--- src/rtl/sram_bist_pkg.sv ---
// Shared types and March C- element tables for the SRAM BIST controller.
package sram_bist_pkg;

  localparam int unsigned DEF_ADDR_W = 8;
  localparam int unsigned DEF_DATA_W = 10;

  localparam logic [DEF_DATA_W-1:0] BG0 = 10'h000;
  localparam logic [DEF_DATA_W-1:0] BG1 = 10'h3FF;

  typedef enum logic [2:0] {
    IDLE,
    W_ALL,
    RD_ADDR,
    RD_WAIT,
    RD_CMP,
    DONE
  } state_e;

  localparam logic [2:0] E0 = 3'd0;
  localparam logic [2:0] E1 = 3'd1;
  localparam logic [2:0] E2 = 3'd2;
  localparam logic [2:0] E3 = 3'd3;
  localparam logic [2:0] E4 = 3'd4;
  localparam logic [2:0] E5 = 3'd5;

  // Per-element tables, bit index = element number; 1 = down / all-ones background
  localparam logic [5:0] ELEM_DOWN   = 6'b01_1000;
  localparam logic [5:0] ELEM_RD_BG  = 6'b01_0100;
  localparam logic [5:0] ELEM_WR_BG  = 6'b00_1010;
  localparam logic [5:0] ELEM_HAS_WR = 6'b01_1111;

endpackage

--- src/rtl/sram_bist_if.sv ---
// SRAM port bundle between the BIST controller (master) and the SRAM (slave).
interface sram_bist_if
  import sram_bist_pkg::*;
#(
  parameter int unsigned ADDR_W = DEF_ADDR_W,
  parameter int unsigned DATA_W = DEF_DATA_W
);
  logic              o_ena;
  logic              o_wea;
  logic [ADDR_W-1:0] o_addra;
  logic [DATA_W-1:0] o_dina;
  logic [DATA_W-1:0] i_douta;

  modport master (output o_ena, o_wea, o_addra, o_dina, input i_douta);
  modport slave  (input o_ena, o_wea, o_addra, o_dina, output i_douta);
endinterface

--- src/rtl/sram_bist_addr_gen.sv ---
// Loadable up/down address counter; direction is captured on load.
module sram_bist_addr_gen #(
  parameter int unsigned ADDR_W = 8,
  parameter int unsigned DEPTH  = 256
) (
  input  logic              i_clk,
  input  logic              i_rstn,
  input  logic              step,
  input  logic              dir,
  input  logic              load,
  output logic [ADDR_W-1:0] addr,
  output logic              last_c
);
  localparam logic [ADDR_W-1:0] MAX_ADDR = ADDR_W'(DEPTH - 1);

  logic dir_q;

  always_ff @(posedge i_clk or negedge i_rstn) begin
    if (!i_rstn) begin
      addr  <= '0;
      dir_q <= 1'b0;
    end else if (load) begin
      addr  <= dir ? MAX_ADDR : '0;
      dir_q <= dir;
    end else if (step) begin
      addr  <= dir_q ? addr - ADDR_W'(1) : addr + ADDR_W'(1);
    end
  end

  assign last_c = dir_q ? (addr == '0) : (addr == MAX_ADDR);
endmodule

--- src/rtl/sram_bist_ctrl.sv ---
// March C- BIST controller for a 256x10 single-port SRAM.
// Optional SRAM_BIST_FAIL_CNT_EN: run to completion and count every mismatch.
module sram_bist_ctrl
  import sram_bist_pkg::*;
#(
  parameter int unsigned ADDR_W = DEF_ADDR_W,
  parameter int unsigned DATA_W = DEF_DATA_W,
  parameter int unsigned DEPTH  = 2 ** ADDR_W
) (
  input  logic              i_clk,
  input  logic              i_rstn,
  input  logic              i_start,
  output logic              o_busy,
  output logic              o_done,
  output logic              o_fail,
  output logic [ADDR_W-1:0] o_fail_addr,
  output logic [2:0]        o_fail_elem,
`ifdef SRAM_BIST_FAIL_CNT_EN
  output logic [ADDR_W+3:0] o_fail_cnt,
`endif
  sram_bist_if.master       sram
);
`ifdef SRAM_BIST_FAIL_CNT_EN
  localparam bit FAIL_CNT_EN = 1'b1;
  localparam int unsigned CNT_W = ADDR_W + 4;
`else
  localparam bit FAIL_CNT_EN = 1'b0;
`endif

  state_e            state_q, state_d;
  logic [2:0]        elem_q, elem_d;
  logic              ag_step, ag_load, ag_dir, ag_last_c;
  logic [ADDR_W-1:0] cnt;
  logic              start_ok, mismatch, wr_en;
  logic [DATA_W-1:0] rd_bg, wr_bg;
  logic              ena_c, wea_c;
  logic [ADDR_W-1:0] addr_c;
  logic [DATA_W-1:0] dina_c;

  sram_bist_addr_gen #(.ADDR_W(ADDR_W), .DEPTH(DEPTH)) u_addr_gen (
    .i_clk  (i_clk),
    .i_rstn (i_rstn),
    .step   (ag_step),
    .dir    (ag_dir),
    .load   (ag_load),
    .addr   (cnt),
    .last_c (ag_last_c)
  );

  always_ff @(posedge i_clk or negedge i_rstn) begin
    if (!i_rstn) begin
      state_q <= IDLE;
      elem_q  <= E0;
    end else begin
      state_q <= state_d;
      elem_q  <= elem_d;
    end
  end

  // Next state and SRAM port decode
  always_comb begin
    state_d  = state_q;
    elem_d   = elem_q;
    ag_step  = 1'b0;
    ag_load  = 1'b0;
    ag_dir   = 1'b0;
    start_ok = 1'b0;
    mismatch = 1'b0;
    wr_en    = 1'b0;
    ena_c    = 1'b0;
    wea_c    = 1'b0;
    addr_c   = '0;
    dina_c   = '0;
    rd_bg    = {DATA_W{ELEM_RD_BG[elem_q]}};
    wr_bg    = {DATA_W{ELEM_WR_BG[elem_q]}};
    unique case (state_q)
      IDLE, DONE: begin
        if (i_start) begin
          start_ok = 1'b1;
          elem_d   = E0;
          ag_load  = 1'b1;
          ag_dir   = ELEM_DOWN[E0];
          state_d  = W_ALL;
        end
      end
      W_ALL: begin
        ena_c   = 1'b1;
        wea_c   = 1'b1;
        addr_c  = cnt;
        dina_c  = wr_bg;
        ag_step = 1'b1;
        if (ag_last_c) begin
          elem_d  = E1;
          ag_load = 1'b1;
          ag_dir  = ELEM_DOWN[E1];
          state_d = RD_ADDR;
        end
      end
      RD_ADDR: begin
        ena_c   = 1'b1;
        addr_c  = cnt;
        state_d = RD_WAIT;
      end
      RD_WAIT: begin
        ena_c   = 1'b1;
        addr_c  = cnt;
        state_d = RD_CMP;
      end
      RD_CMP: begin
        mismatch = (sram.i_douta != rd_bg);
        wr_en    = ELEM_HAS_WR[elem_q] && (FAIL_CNT_EN || !mismatch);
        ena_c    = wr_en;
        wea_c    = wr_en;
        addr_c   = cnt;
        dina_c   = wr_bg;
        if (mismatch && !FAIL_CNT_EN) begin
          state_d = DONE;
        end else if (ag_last_c) begin
          if (elem_q == E5) begin
            state_d = DONE;
          end else begin
            elem_d  = elem_q + 3'd1;
            ag_load = 1'b1;
            ag_dir  = ELEM_DOWN[elem_d];
            state_d = RD_ADDR;
          end
        end else begin
          ag_step = 1'b1;
          state_d = RD_ADDR;
        end
      end
      default: state_d = IDLE;
    endcase
  end

  assign sram.o_ena   = ena_c;
  assign sram.o_wea   = wea_c;
  assign sram.o_addra = addr_c;
  assign sram.o_dina  = dina_c;

  // Status flags and first-fail record
  always_ff @(posedge i_clk or negedge i_rstn) begin
    if (!i_rstn) begin
      o_busy      <= 1'b0;
      o_done      <= 1'b0;
      o_fail      <= 1'b0;
      o_fail_addr <= '0;
      o_fail_elem <= '0;
    end else begin
      o_busy <= (state_d == W_ALL) || (state_d == RD_ADDR) ||
                (state_d == RD_WAIT) || (state_d == RD_CMP);
      o_done <= (state_d == DONE);
      if (start_ok) begin
        o_fail      <= 1'b0;
        o_fail_addr <= '0;
        o_fail_elem <= '0;
      end else if (mismatch && !o_fail) begin
        o_fail      <= 1'b1;
        o_fail_addr <= cnt;
        o_fail_elem <= elem_q;
      end
    end
  end

`ifdef SRAM_BIST_FAIL_CNT_EN
  // Saturating mismatch counter
  always_ff @(posedge i_clk or negedge i_rstn) begin
    if (!i_rstn) begin
      o_fail_cnt <= '0;
    end else if (start_ok) begin
      o_fail_cnt <= '0;
    end else if (mismatch && (o_fail_cnt != '1)) begin
      o_fail_cnt <= o_fail_cnt + CNT_W'(1);
    end
  end
`endif
endmodule

--- src/flat_wrapper.sv ---
// flat-port wrapper written by rule: the top's interface ports become plain ports
module sram_bist_ctrl_flat import sram_bist_pkg::*;
#(
  parameter int unsigned ADDR_W = DEF_ADDR_W,
  parameter int unsigned DATA_W = DEF_DATA_W,
  parameter int unsigned DEPTH  = 2 ** ADDR_W
)
  (i_clk, i_rstn, i_start, o_busy, o_done, o_fail, o_fail_addr, o_fail_elem, sram_o_ena, sram_o_wea, sram_o_addra, sram_o_dina, sram_i_douta);
  sram_bist_if #(.ADDR_W(ADDR_W), .DATA_W(DATA_W)) sram_i ();
  input  logic i_clk;
  input  logic i_rstn;
  input  logic i_start;
  output logic o_busy;
  output logic o_done;
  output logic o_fail;
  output logic [ADDR_W-1:0] o_fail_addr;
  output logic [2:0] o_fail_elem;
  output wire logic [$bits(sram_i.o_ena)-1:0] sram_o_ena;
  output wire logic [$bits(sram_i.o_wea)-1:0] sram_o_wea;
  output wire logic [$bits(sram_i.o_addra)-1:0] sram_o_addra;
  output wire logic [$bits(sram_i.o_dina)-1:0] sram_o_dina;
  input wire logic [$bits(sram_i.i_douta)-1:0] sram_i_douta;
  assign sram_o_ena = sram_i.o_ena;
  assign sram_o_wea = sram_i.o_wea;
  assign sram_o_addra = sram_i.o_addra;
  assign sram_o_dina = sram_i.o_dina;
  assign sram_i.i_douta = sram_i_douta;
  sram_bist_ctrl #(.ADDR_W(ADDR_W), .DATA_W(DATA_W), .DEPTH(DEPTH)) u_core (.i_clk(i_clk), .i_rstn(i_rstn), .i_start(i_start), .o_busy(o_busy), .o_done(o_done), .o_fail(o_fail), .o_fail_addr(o_fail_addr), .o_fail_elem(o_fail_elem), .sram(sram_i));
endmodule
--- config.mk ---
export PLATFORM = sky130hd
export DESIGN_NAME = sram_bist_ctrl_flat
export DESIGN_NICKNAME = d
export VERILOG_FILES = /design/src/rtl/sram_bist_pkg.sv /design/src/rtl/sram_bist_if.sv /design/src/rtl/sram_bist_addr_gen.sv /design/src/rtl/sram_bist_ctrl.sv /design/src/flat_wrapper.sv
export SDC_FILE = /design/constraint.sdc
export NUM_CORES = 1
export LEC_CHECK = 0
export ABC_AREA = 1
export CAP_MARGIN = 20
export CORE_MARGIN = 1.5
export CORE_UTILIZATION = 50
export DETAILED_ROUTE_END_ITERATION = 10
export PLACE_DENSITY = 0.86
export RECOVER_POWER = 25
export SYNTH_ARGS = -nofsm -noshare
export SYNTH_HDL_FRONTEND = slang
export SYNTH_HIERARCHICAL = 1
export SYNTH_SLANG_ARGS = --single-unit
--- constraint.sdc ---
create_clock -name i_clk -period 2.88 [get_ports i_clk]
set_input_delay 0.72 -clock i_clk [delete_from_list [all_inputs] [get_ports i_clk]]
set_output_delay 0.72 -clock i_clk [all_outputs]
set_load 0.01 [all_outputs]
; Word-level counts from Yosys, hierarchy flattened
; Memory sizes are Yosys's and may differ from the RTL's.
; Cells that the tools add are included.
[word_totals]
reg_bits = 29
n_memories = 4
elab_cells = 99
romBits = 32
out_inout_bits = 34
inputBits = 13
[memory_table]
columns = name, depth, word_bits, rd, rd_ports_with_merged_regs, wr, line
row1 = (name not given), 8, 1, 1, 0, 0, sram_bist_ctrl.sv:124  ; ag_dir = ELEM_DOWN[elem_d];
row2 = (name not given), 8, 1, 1, 0, 0, sram_bist_ctrl.sv:74  ; rd_bg = {DATA_W{ELEM_RD_BG[elem_q]}};
row3 = (name not given), 8, 1, 1, 0, 0, sram_bist_ctrl.sv:111  ; wr_en = ELEM_HAS_WR[elem_q] && (FAIL_CNT_EN || !mismatch);
row4 = (name not given), 8, 1, 1, 0, 0, sram_bist_ctrl.sv:75  ; wr_bg = {DATA_W{ELEM_WR_BG[elem_q]}};
[classes]
n_lt_le_gt_ge = 2
reduce_logical = 17
muxes = 46
n_eq_ne = 18
addsub = 3
[ops]
columns = op, count
row1 = 8-bit 2-to-1 mux, 7
row2 = 3-bit 2-to-1 mux, 12
row3 = 1-bit 2-to-1 mux, 20
row4 = "3-bit equality test, second input constant", 5
row5 = 3-bit case mux with 5 select lines, 1
row6 = "3-bit by 2-bit equality test with 1-bit output, second input constant", 4
row7 = 10-bit 2-to-1 mux, 1
row8 = 10-bit != test, 1
row9 = 3-bit case mux with 3 select lines, 1
row10 = "8-bit by 1-bit adder with 8-bit output, second input constant", 1
row11 = "8-bit equality test, second input constant", 1
row12 = 8-bit logical NOT, 1
row13 = "3-bit by 4-bit less-than comparator with 1-bit output, second input constant", 2
row14 = "8-bit by 1-bit subtractor with 8-bit output, second input constant", 1
row15 = "3-bit by 1-bit equality test with 1-bit output, second input constant", 2
row16 = "2-bit != test, second input constant", 3
row17 = 1-bit case mux with 2 select lines, 3
row18 = 6-bit AND reduction, 1
row19 = "2-bit by 1-bit != test with 1-bit output, second input constant", 2
row20 = 2-bit nonzero test, 2
row21 = 2-bit OR reduction, 2
row22 = 4-bit OR reduction, 1
row23 = "3-bit by 1-bit adder with 3-bit output, second input constant", 1
row24 = 3-bit logical NOT, 1
row25 = 6 further kinds, 10

; Depth between registers and ports, before layout
; Gate-level depths: netlist (run 1).
[depth]
ltp_word = 9
depth_mapped = 16
mapped_depth_nobuf = 15

; Cells and area by module
; The synthesis (run 1) kept the hierarchy.
[modules_own_cells]
columns = mod, seq_area_each_um2, cells_per_inst, instances, area_each_um2
row1 = sram_bist_ctrl, 500.5, 179, 1, 1441.4
row2 = sram_bist_addr_gen, 225.2, 101, 1, 726.9

; Worst setup path after synthesis (run 1)
; Ideal clock, no wire load.
[synth_path]
path_kind = register -> output
startpoint = register u_core.state_q[0]
endpoint = output port sram_o_dina[1]
slack_ns = 0.203
t_arrival_ns = 1.957
required_ns = 2.160
path_buffers = 1
stages_incl_launch_ff = 5
cell_sequence = dfrtp_1 nor3_4 inv_2 a211oi_1 buf_4
[synth_between]
elab_chain_len = 3
elab_cells_between_ends = 4
classes_between = eq/ne: 2 / mux: 1 / reduce/logical: 1
[synth_lines]
columns = element, line
row1 = "start, declared", sram_bist_ctrl.sv:30  ; state_e state_q, state_d;
row2 = "start signal, assigned", sram_bist_ctrl.sv:55  ; state_q <= state_d;
row3 = 3-bit by 1-bit equality test with 1-bit output / 3-bit equality test (equally long branches), sram_bist_ctrl.sv:76  ; unique case (state_q)
row4 = 2-bit OR reduction (no source line) (*), -
row5 = 10-bit 2-to-1 mux (*), sram_bist_ctrl.sv:76
row6 = "end, declared", flat_wrapper.sv:21  ; output wire logic [$bits(sram_i.o_dina)-1:0] sram_o_dina;
; Every way passes the cells marked *; elsewhere a longest branch is shown, timed or not.

; Final worst setup path (run 1)
[layout_path]
startpoint = input port sram_i_douta[3]
endpoint = output port sram_o_ena
[layout_between]
elab_chain_len = 4
[layout_lines]
columns = element, line
row1 = "start, declared", flat_wrapper.sv:22  ; input wire logic [$bits(sram_i.i_douta)-1:0] sram_i_douta;
row2 = 10-bit != test, sram_bist_ctrl.sv:110  ; mismatch = (sram.i_douta != rd_bg);
row3 = 1-bit logical NOT, sram_bist_ctrl.sv:111
row4 = 1-bit logical AND, sram_bist_ctrl.sv:111
row5 = 1-bit case mux with 2 select lines, sram_bist_ctrl.sv:76
row6 = "end, declared", flat_wrapper.sv:18  ; output wire logic [$bits(sram_i.o_ena)-1:0] sram_o_ena;
; Every way passes these cells.

==> results of run 1 <==
[cells in the final DEF (no fill, tap or decap), types with 2 or more instances in the layout]
master | synthesis | routed
dlygate4sd2_1 | 0 | 2
nand2_1 | 47 | 47
inv_1 | 38 | 38
clkdlybuf4s50_1 | 0 | 34
nor2_4 | 2 | 2
buf_4 | 9 | 11
nor2_2 | 5 | 5
clkbuf_8 | 0 | 5
dlymetal6s2s_1 | 0 | 9
xnor2_1 | 2 | 2
o21ai_1 | 7 | 7
nor3_1 | 3 | 3
inv_2 | 6 | 6
o21ai_0 | 6 | 6
clkinv_2 | 0 | 2
nor2_1 | 28 | 28
a21oi_1 | 15 | 15
dfrtp_1 | 29 | 28
nand2_2 | 8 | 8
o21ai_2 | 14 | 14
ha_1 | 10 | 10
nand3_2 | 8 | 8
nand3_1 | 19 | 19
[metal layers]
layer / wire length (um) / global-route usage / vias to the layer above
li1: - / - / 999
met3: 193 / 0.05032 / 7
met4: 64 / 0.07598 / 0
met1: 2190 / 0.2883 / 893
met2: 2372 / 0.3618 / 46
met5: 0 / 0 / -
[Yosys cell counts, types with 3 or more instances]
master,instances,area share
a21oi_1,15,0.035
buf_4,9,0.031
buf_6,3,0.016
dfrtp_1,29,0.33
ha_1,10,0.058
inv_1,38,0.066
inv_2,6,0.010
nand2_1,47,0.081
nand2_2,8,0.023
nand3_1,19,0.044
nand3_2,8,0.037
nor2_1,28,0.048
nor2_2,5,0.014
nor3_1,3,0.0069
o21ai_0,6,0.014
o21ai_1,7,0.016
o21ai_2,14,0.057
[final cells by class]
| type | count | area [um^2] | share of cell area |
|---|---|---|---|
| inverters | 45 | 171.4 | 0.06157 |
| flip-flops and latches | 29 | 726.9 | 0.2611 |
| clock inverters | 3 | 17.52 | 0.006292 |
| repair buffers | 59 | 571.8 | 0.2054 |
| clock buffers | 5 | 68.82 | 0.02472 |
| multi-input cells | 192 | 1165 | 0.4184 |
| well taps | 50 | 62.56 | 0.02247 |
[registers in the layout, indices dropped and copies added (netlist names)]
name	count
u_core/o_fail_addr	8
u_core/elem_q	3
u_core/u_addr_gen/dir_q	1
u_core/o_busy	1
u_core/o_fail	1
u_core/u_addr_gen/addr	8
u_core/o_fail_elem	3
u_core/state_q	3
u_core/o_done	1
[repair_timing]
action,CTS,global route
gates resized for setup,2,12
buffers inserted,0,1
pin swaps,0,0
setup endpoints to repair,2,10
hold buffers,0,0
gates cloned,0,1
[critical path, stage by stage]
cell             delay, ns
clkdlybuf4s50_1       0.48
nand2_1               0.06
inv_1                 0.04
nand2_1               0.04
nor2_1                0.11
nand2_2               0.08
nand2_2               0.07
nand3_1               0.08
nand2_1               0.07
dlygate4sd2_1         0.26
[through the flow]
step / cell area (um^2) / hold slack [ns] / cells
finish: 2784 / 0.5115 / 383
CTS: 2746 / 0.5171 / 381
global placement: 2663 / 0.4971 / 373
floorplan: 2168 / 0.4244 / 280
detailed placement: 2663 / 0.5025 / 373
global route: 2784 / 0.5355 / 383
[kinds of logic (layout without fill, tap and decap cells)]
kind of cell	count (synthesis)	after routing	synth area share
DFF	29	29	0.3347
buffers and inverters	59	112	0.1304
adders and majority gates	11	11	0.06694
AOI/OAI and AO/OA	49	49	0.1477
and+or+nand+nor	130	130	0.3122
xor gates and xnor gates	2	2	0.008080
[how the worst max path moves through the flow]
stage / endpoint / depth (start not counted) / from / slack (ns)
global route: sram_o_dina[9] / 7 / u_core/state_q[1]$_DFF_PN0_ / -0.001
detailed placement: sram_o_ena / 8 / sram_i_douta[0] / -0.15
global placement: sram_o_ena / 8 / sram_i_douta[0] / -0.12
finish: sram_o_ena / 10 / sram_i_douta[3] / 0.13
floorplan: sram_o_dina[1] / 4 / u_core/state_q[0]$_DFF_PN0_ / 0.20
CTS: sram_o_dina[6] / 7 / u_core/state_q[1]$_DFF_PN0_ / 0.06
[where the power goes]
part	leakage, nW	internal (W)	total (W)	switching [W]
registers	0.379	0.000465	0.000564	0.0000984
clock network	0.0439	0.000166	0.000334	0.000168
logic	1.00	0.000331	0.000685	0.000354
==> flow_summary.ini, run 1 <==
[routing]
detail-route-antenna-nets = 0
viasPerCell = 5.078
drt-initial-drc-count = 151
drt-total-wl_um = 4821
wl_per_cell_um = 12.59
vias = 1945
drtPass1Iterations = 4
drc = 0

[timing]
timing.final.max_slew_violations = 30
fin_ws_ns = 0.1344
fin_skew_ns = 0.005275
fin_crit_ns = 2.746
final_hold_viol_count = 0
tightest_slew_ns = 1.600
max_freq_mhz = 364.2
fin_tns_setup_ns = 0
min_period_over_period = 0.9533
setup_viol = 0
slew_headroom = -0.06661

[synth]
seq_area_frac_synth = 0.3347
syn_nets = 304
async_flop_share = 1.000
synth.ff_latch_count = 29
synth_edf_count = 0
ys.warnings.count = 6
ys_types = 38
syn_area_per_cell_um2 = 7.744
synth_cells = 280
ys.flop_type = dfrtp_1
syn_area_um2 = 2168

[critical_path]
critPathArrivalTime_ns = 2.03
criticalPathCategory = primary input to output pin
crit_required_ns = 2.16
cp-end-kind = output pin
r2r_end = u_core/u_addr_gen/addr[6]$_DFFE_PN0P_
ff2ff_setup_slack_ns = 0.43
start_kind = primary input
reg2reg_from = u_core/u_addr_gen/dir_q$_DFFE_PN0P_
cp_max_fo = 2
r2r_cells = 11

[min_path]
hp-class = flop to flop
whs_path_depth = 2
holdPathEnd = u_core/o_fail_addr[2]$_DFFE_PN0P_
holdCritStartpoint = u_core/o_fail_addr[2]$_DFFE_PN0P_

[run_status]
outcome = complete, but fails checks
violations = capacitance limit, slew limit

[placed_design]
post-place-ws_ns = -0.1469
dp.final_hpwl_um = 3484
io_buffers = 46
routabilityCongestion = 0.8690

[clock_tree]
clockBufferDepth = 2
clock-sinks = 29
cts.clk_slew.worst_paths_ns = 0.06
cts_buffers = 5
cts-htree-levels = 2
clock_latency_ns = 0.29
cts_tree = built
clock-root-buffer = clkbuf_8

[floorplan]
initial_core_util = 0.5306
io_pins = 47
dieArea_um2 = 4741
core_um2 = 4086
fp-row-count = 23
fp.dieH_um = 68.86
die_x_um = 68.86

[job]
drv_cap = 1

[pwr]
vdd_drop_max_uv = 229.8
p_leak_nw = 1.427
finalPower_w = 0.001583
powerDensity_nw_per_um2 = 568.6

[finish]
nets = 356
antenna_cells = 0
fillers = 329
syn_to_final_growth_pct = 28.39
drive_above_1_share = 0.2192
final_util = 0.6813

[grt]
gr-total-overflow = 0
grt_max_degree = 30
grt_util_all_layers = 0.2215
grt_pass1_vias = 1780
grt_pass1_wl_um = 7845
grt_antenna_before_repair = 0
Power figures use the tool's default switching activity.
==> run 2: changes to the inputs <==
CORE_MARGIN = 2   (was 1.5)
==> run 2 against run 1 <==
Against the previous run: the run still ends with capacitance limit, slew limit left; via count up 3.0%; total power up 8.2%; count of clock-buffer cells in the layout up 2; critical endpoint is now sram_o_wea; non-clock buffer count unchanged; clock skew down 0.0019 ns; core utilization up 0.61 points.
==> flow_summary.ini, run 2 (same netlist as run 1, synthesis figures left out) <==
[timing]
timing.final.max_slew_violations = 30
fin_skew_ns = 0.003375
fin_crit_ns = 2.757
hold_ws_ns = 0.5113
slew_headroom = -0.02718
tightest_slew_ns = 1.541
max_freq_mhz = 362.7
setup_viol = 0
min_period_over_period = 0.9574
rsz0062_at_grt = false
fin_tns_setup_ns = 0
final_hold_viol_count = 0

[routing]
drt-initial-drc-count = 138
wl_per_cell_um = 12.33
viasPerCell = 5.232
vias = 2004
drtPass1Iterations = 4
detail-route-antenna-nets = 0
drc = 0
drt-total-wl_um = 4722

[run_status]
violations = capacitance limit, slew limit
outcome = complete, but fails checks

[finish]
multi_input_comb_area_um2 = 1172
drive_above_1_share = 0.2192
final_common_cell = nand2_1
layoutNonFillerInstCount = 383
final_util = 0.6874
final_cell_mix = nand2_1, clkdlybuf4s50_1, inv_1
seqCellArea_um2 = 728.2
nets = 356
fillers = 327
antenna_cells = 0
syn_to_final_growth_pct = 29.54
largestRegisters = u_core/o_fail_addr (8), u_core/u_addr_gen/addr (8)

[pwr]
clockPowerShare = 0.253
p_int_w = 0.001101
vdd_drop_max_uv = 296.0
powerDensity_nw_per_um2 = 609.8
swShare = 0.3570
p_comb_frac = 0.418
p_leak_nw = 1.349
p_sw_w = 0.0006115
finalPower_w = 0.001713
power_frac_seq = 0.329

[floorplan]
io_pins = 47
dieArea_um2 = 4880
fp.dieH_um = 69.86
die_x_um = 69.86
fp-row-count = 23
initial_core_util = 0.5306
core_um2 = 4086

[grt]
grt_util_all_layers = 0.2030
grt_max_degree = 30
grt_pass1_vias = 1838
gr-total-overflow = 0
grt_antenna_before_repair = 0
grt_pass1_wl_um = 8059

[clock_tree]
cts.clk_slew.worst_paths_ns = 0.06
clock-root-buffer = clkbuf_8
clock-sinks = 29
cts_tree = built
cts-htree-levels = 2
cts_buffers = 5
clockBufferDepth = 2
clock_latency_ns = 0.28

[job]
drv_cap = 1

[placed_design]
routabilityCongestion = 0.9157
dp_cells = 373
io_buffers = 46
dp.final_hpwl_um = 3591

[critical_path]
criticalPathCategory = primary input to output pin
critPathArrivalTime_ns = 2.04
startpoint = sram_i_douta[0]
cp-end-kind = output pin
crit_required_ns = 2.16
cp_max_fo = 2
start_kind = primary input
reg2reg_from = u_core/u_addr_gen/dir_q$_DFFE_PN0P_

[min_path]
hp-class = flop to flop
holdCritStartpoint = u_core/o_fail_addr[4]$_DFFE_PN0P_
run 2: cell types whose count changed in the layout (fill, tap and decap cells not counted), sizes merged:
| cell | change |
|---|---|
| dlymetal6s2s | -8 |
| clkinv | -2 |
| clkdlybuf4s50 | +8 |
| clkinvlp | -1 |
| bufinv | +1 |
| clkbuf | +2 |
run 2: worst paths after layout:
path	endpoint	slack (ns)	cells after the start
max	sram_o_wea	0.12	8
min in group asynchronous	u_core/o_fail_addr[0]$_DFFE_PN0P_	1.34	2
max in group asynchronous	u_core/state_q[0]$_DFF_PN0_	0.52	2
max reg2reg	u_core/u_addr_gen/addr[6]$_DFFE_PN0P_	0.46	13
min reg2reg	u_core/o_fail_addr[4]$_DFFE_PN0P_	0.51	2
min	u_core/o_fail_addr[4]$_DFFE_PN0P_	0.51	2
run 2: power groups by stage:
stage               combinational, W  clock (W)  sequential, W
floorplan                   0.000457          0       0.000537
global placement            0.000673          0       0.000565
detailed placement          0.000693          0       0.000569
CTS                         0.000699   0.000441       0.000561
global route                0.000787   0.000467       0.000575
finish                      0.000716   0.000434       0.000563
run 2: through the flow:
stage / area [um^2] / setup slack (ns)
6_report: 2809 / 0.1227
5_1_grt: 2809 / 0.01548
4_1_cts: 2776 / 0.06783
3_5_place_dp: 2663 / -0.1569
3_3_place_gp: 2663 / -0.1150
2_1_floorplan: 2168 / 0.2027
run 2: area by class of cell:
cell class              instances  share of cell area
clock buffers                   7             0.03074
clock inverters                 1             0.01069
inverters                      45             0.06102
multi-input cells             192              0.4174
flip-flops and latches         29              0.2592
well taps                      50             0.02227
repair buffers                 59              0.1987
run 2: repair_timing:
action,in CTS,in global routing
pin swaps,0,1
gates resized for setup,2,8
gates cloned,0,1
setup buffers,0,1
setup endpoints to repair,2,10
hold buffers,0,0
run 2: layer usage:
metal | track usage | wire, um | up-vias
met1 | 0.2534 | 2046 | 933
met3 | 0.03896 | 246 | 9
met4 | 0.08547 | 85 | 0
met5 | 0 | 0 | -
met2 | 0.3429 | 2343 | 67
li1 | - | - | 995
run 2: worst max-delay path, cell delays in order:
cell	delay (ns)
clkdlybuf4s50_1	0.41
or2_1	0.22
nor2_1	0.14
nand2_2	0.08
nand2_2	0.06
nand3_1	0.08
nand2_1	0.07
dlygate4sd2_1	0.26
==> run 3: changes to the inputs <==
TNS_END_PERCENT = 5   (was unset)
==> run 3 against run 2 <==
Against the previous run: the flow still finishes with violations (capacitance limit, slew limit); total power is 0.16% lower; wire length rose by 0.17%; clock power barely moved; sequential share of layout area grew 0.071 points; fmax decreased by 0.41%; global-route usage did not move; cell count is 0.26% lower; largest power group unchanged; combinational power down 0.6%; sequential power about the same; count of clock-buffer cells in the layout unchanged.
==> flow_summary.ini, run 3 (same netlist as run 1, synthesis figures left out) <==
[floorplan]
die_x_um = 69.86
io_pins = 47
core_um2 = 4086
fp-row-count = 23
fp.dieH_um = 69.86
dieArea_um2 = 4880
initial_core_util = 0.5306

[critical_path]
cp-end-kind = output pin
r2r_cells = 13
criticalPathCategory = flop to output pin
crit_required_ns = 2.16
r2r_end = u_core/u_addr_gen/addr[6]$_DFFE_PN0P_
reg2reg_from = u_core/u_addr_gen/dir_q$_DFFE_PN0P_
cp_max_fo = 7
ff2ff_setup_slack_ns = 0.44
start_kind = flop
critPathArrivalTime_ns = 2.05

[routing]
drtPass1Iterations = 8
drt-total-wl_um = 4730
wl_per_cell_um = 12.38
drt-initial-drc-count = 144
viasPerCell = 5.225
vias = 1996
drc = 0
detail-route-antenna-nets = 0

[min_path]
holdCritStartpoint = u_core/o_fail_addr[4]$_DFFE_PN0P_
whs_path_depth = 2
holdPathEnd = u_core/o_fail_addr[4]$_DFFE_PN0P_
hp-class = flop to flop

[finish]
fillers = 328
final_util = 0.6843
final_cell_mix = nand2_1, clkdlybuf4s50_1, inv_1
drive_above_1_share = 0.2139
final_common_cell = nand2_1
stdcell_area_um2 = 2796
antenna_cells = 0
largestRegisters = u_core/o_fail_addr (8), u_core/u_addr_gen/addr (8)
syn_to_final_growth_pct = 28.97
nets = 355

[placed_design]
dp.final_hpwl_um = 3591
io_buffers = 46
routabilityCongestion = 0.9157
post-place-ws_ns = -0.1569
place_area_um2 = 2663

[clock_tree]
cts-htree-levels = 2
cts.clk_slew.worst_paths_ns = 0.06
clockBufferDepth = 2
clock_latency_ns = 0.28
clock-sinks = 29
clock-root-buffer = clkbuf_8
cts_tree = built
cts_buffers = 5
postCtsHoldBufs = 0

[grt]
grt_util_all_layers = 0.2030
grt_max_degree = 30
grt_pass1_vias = 1838
grt_pass1_wl_um = 8059
gr-total-overflow = 0
grt_antenna_before_repair = 0

[timing]
hold_ws_ns = 0.5110
slew_headroom = -0.04906
tightest_slew_ns = 1.574
max_freq_mhz = 361.2
fin_skew_ns = 0.003615
fin_ws_ns = 0.1115
setup_viol = 0
min_period_over_period = 0.9613
timing.final.max_slew_violations = 30
rsz0062_at_grt = true
final_hold_viol_count = 0
fin_crit_ns = 2.769
fin_tns_setup_ns = 0

[pwr]
p_leak_nw = 1.343
powerDensity_nw_per_um2 = 611.5
vdd_drop_max_uv = 295.9

[run_status]
violations = capacitance limit, slew limit
outcome = complete, but fails checks

[job]
drv_cap = 1
==> run 3: cell count changes in the layout (fill, tap and decap cells not counted) <==
cell,previous run,this run
buf_6,1,0
dfrtp_1,27,28
dfrtp_2,2,1
==> run 3: worst max-delay path, cell delays in order, from the launching register on <==
cell             delay, ns
dfrtp_2               0.45
inv_1                 0.07
nand2_1               0.06
nor2_1                0.12
inv_2                 0.10
a211oi_4              0.27
buf_4                 0.18
clkdlybuf4s50_1       0.54
==> run 3: final cells by class <==
| class | instances | area (um^2) | share of cell area |
|---|---|---|---|
| well taps | 50 | 62.56 | 0.02237 |
| clock inverters | 1 | 30.03 | 0.01074 |
| multi-input cells | 192 | 1172 | 0.4192 |
| inverters | 45 | 171.4 | 0.06130 |
| repair buffers | 58 | 546.8 | 0.1955 |
| clock buffers | 7 | 86.33 | 0.03087 |
| flip-flops and latches | 29 | 726.9 | 0.2600 |
==> run 3: stage by stage <==
stage | total power [W] | instances
after floorplan | 0.0009938 | 280
after global placement | 0.001238 | 373
final | 0.001710 | 382
after detailed placement | 0.001262 | 373
after global routing | 0.001824 | 382
after CTS | 0.001702 | 381
==> run 3: worst max-delay path by stage <==
stage / startpoint / end
6_report: u_core/state_q[1]$_DFF_PN0_ / sram_o_dina[8]
5_1_grt: u_core/state_q[1]$_DFF_PN0_ / sram_o_dina[7]
4_1_cts: u_core/state_q[1]$_DFF_PN0_ / sram_o_dina[8]
3_5_place_dp: sram_i_douta[0] / sram_o_wea
3_3_place_gp: sram_i_douta[0] / sram_o_ena
2_1_floorplan: u_core/state_q[0]$_DFF_PN0_ / sram_o_dina[1]
==> run 3: what timing repair did <==
item / CTS / global route
resized for setup: 2 / 6
endpoints found under the setup margin: 2 / 10
gates cloned: 0 / 1
setup buffers: 0 / 0
==> run 3: per-layer routing <==
layer	GRT usage	routed length, um	up-vias
li1	-	-	994
met1	0.2534	2069	921
met2	0.3429	2328	72
met3	0.03896	246	9
met4	0.08547	85	0
met5	0	0	-
==> run 3: power breakdown <==
part / switching [W] / leakage [nW] / internal, W
sequential: 0.0000984 / 0.379 / 0.000465
combinational: 0.000361 / 0.906 / 0.000351
clock: 0.000152 / 0.0585 / 0.000282
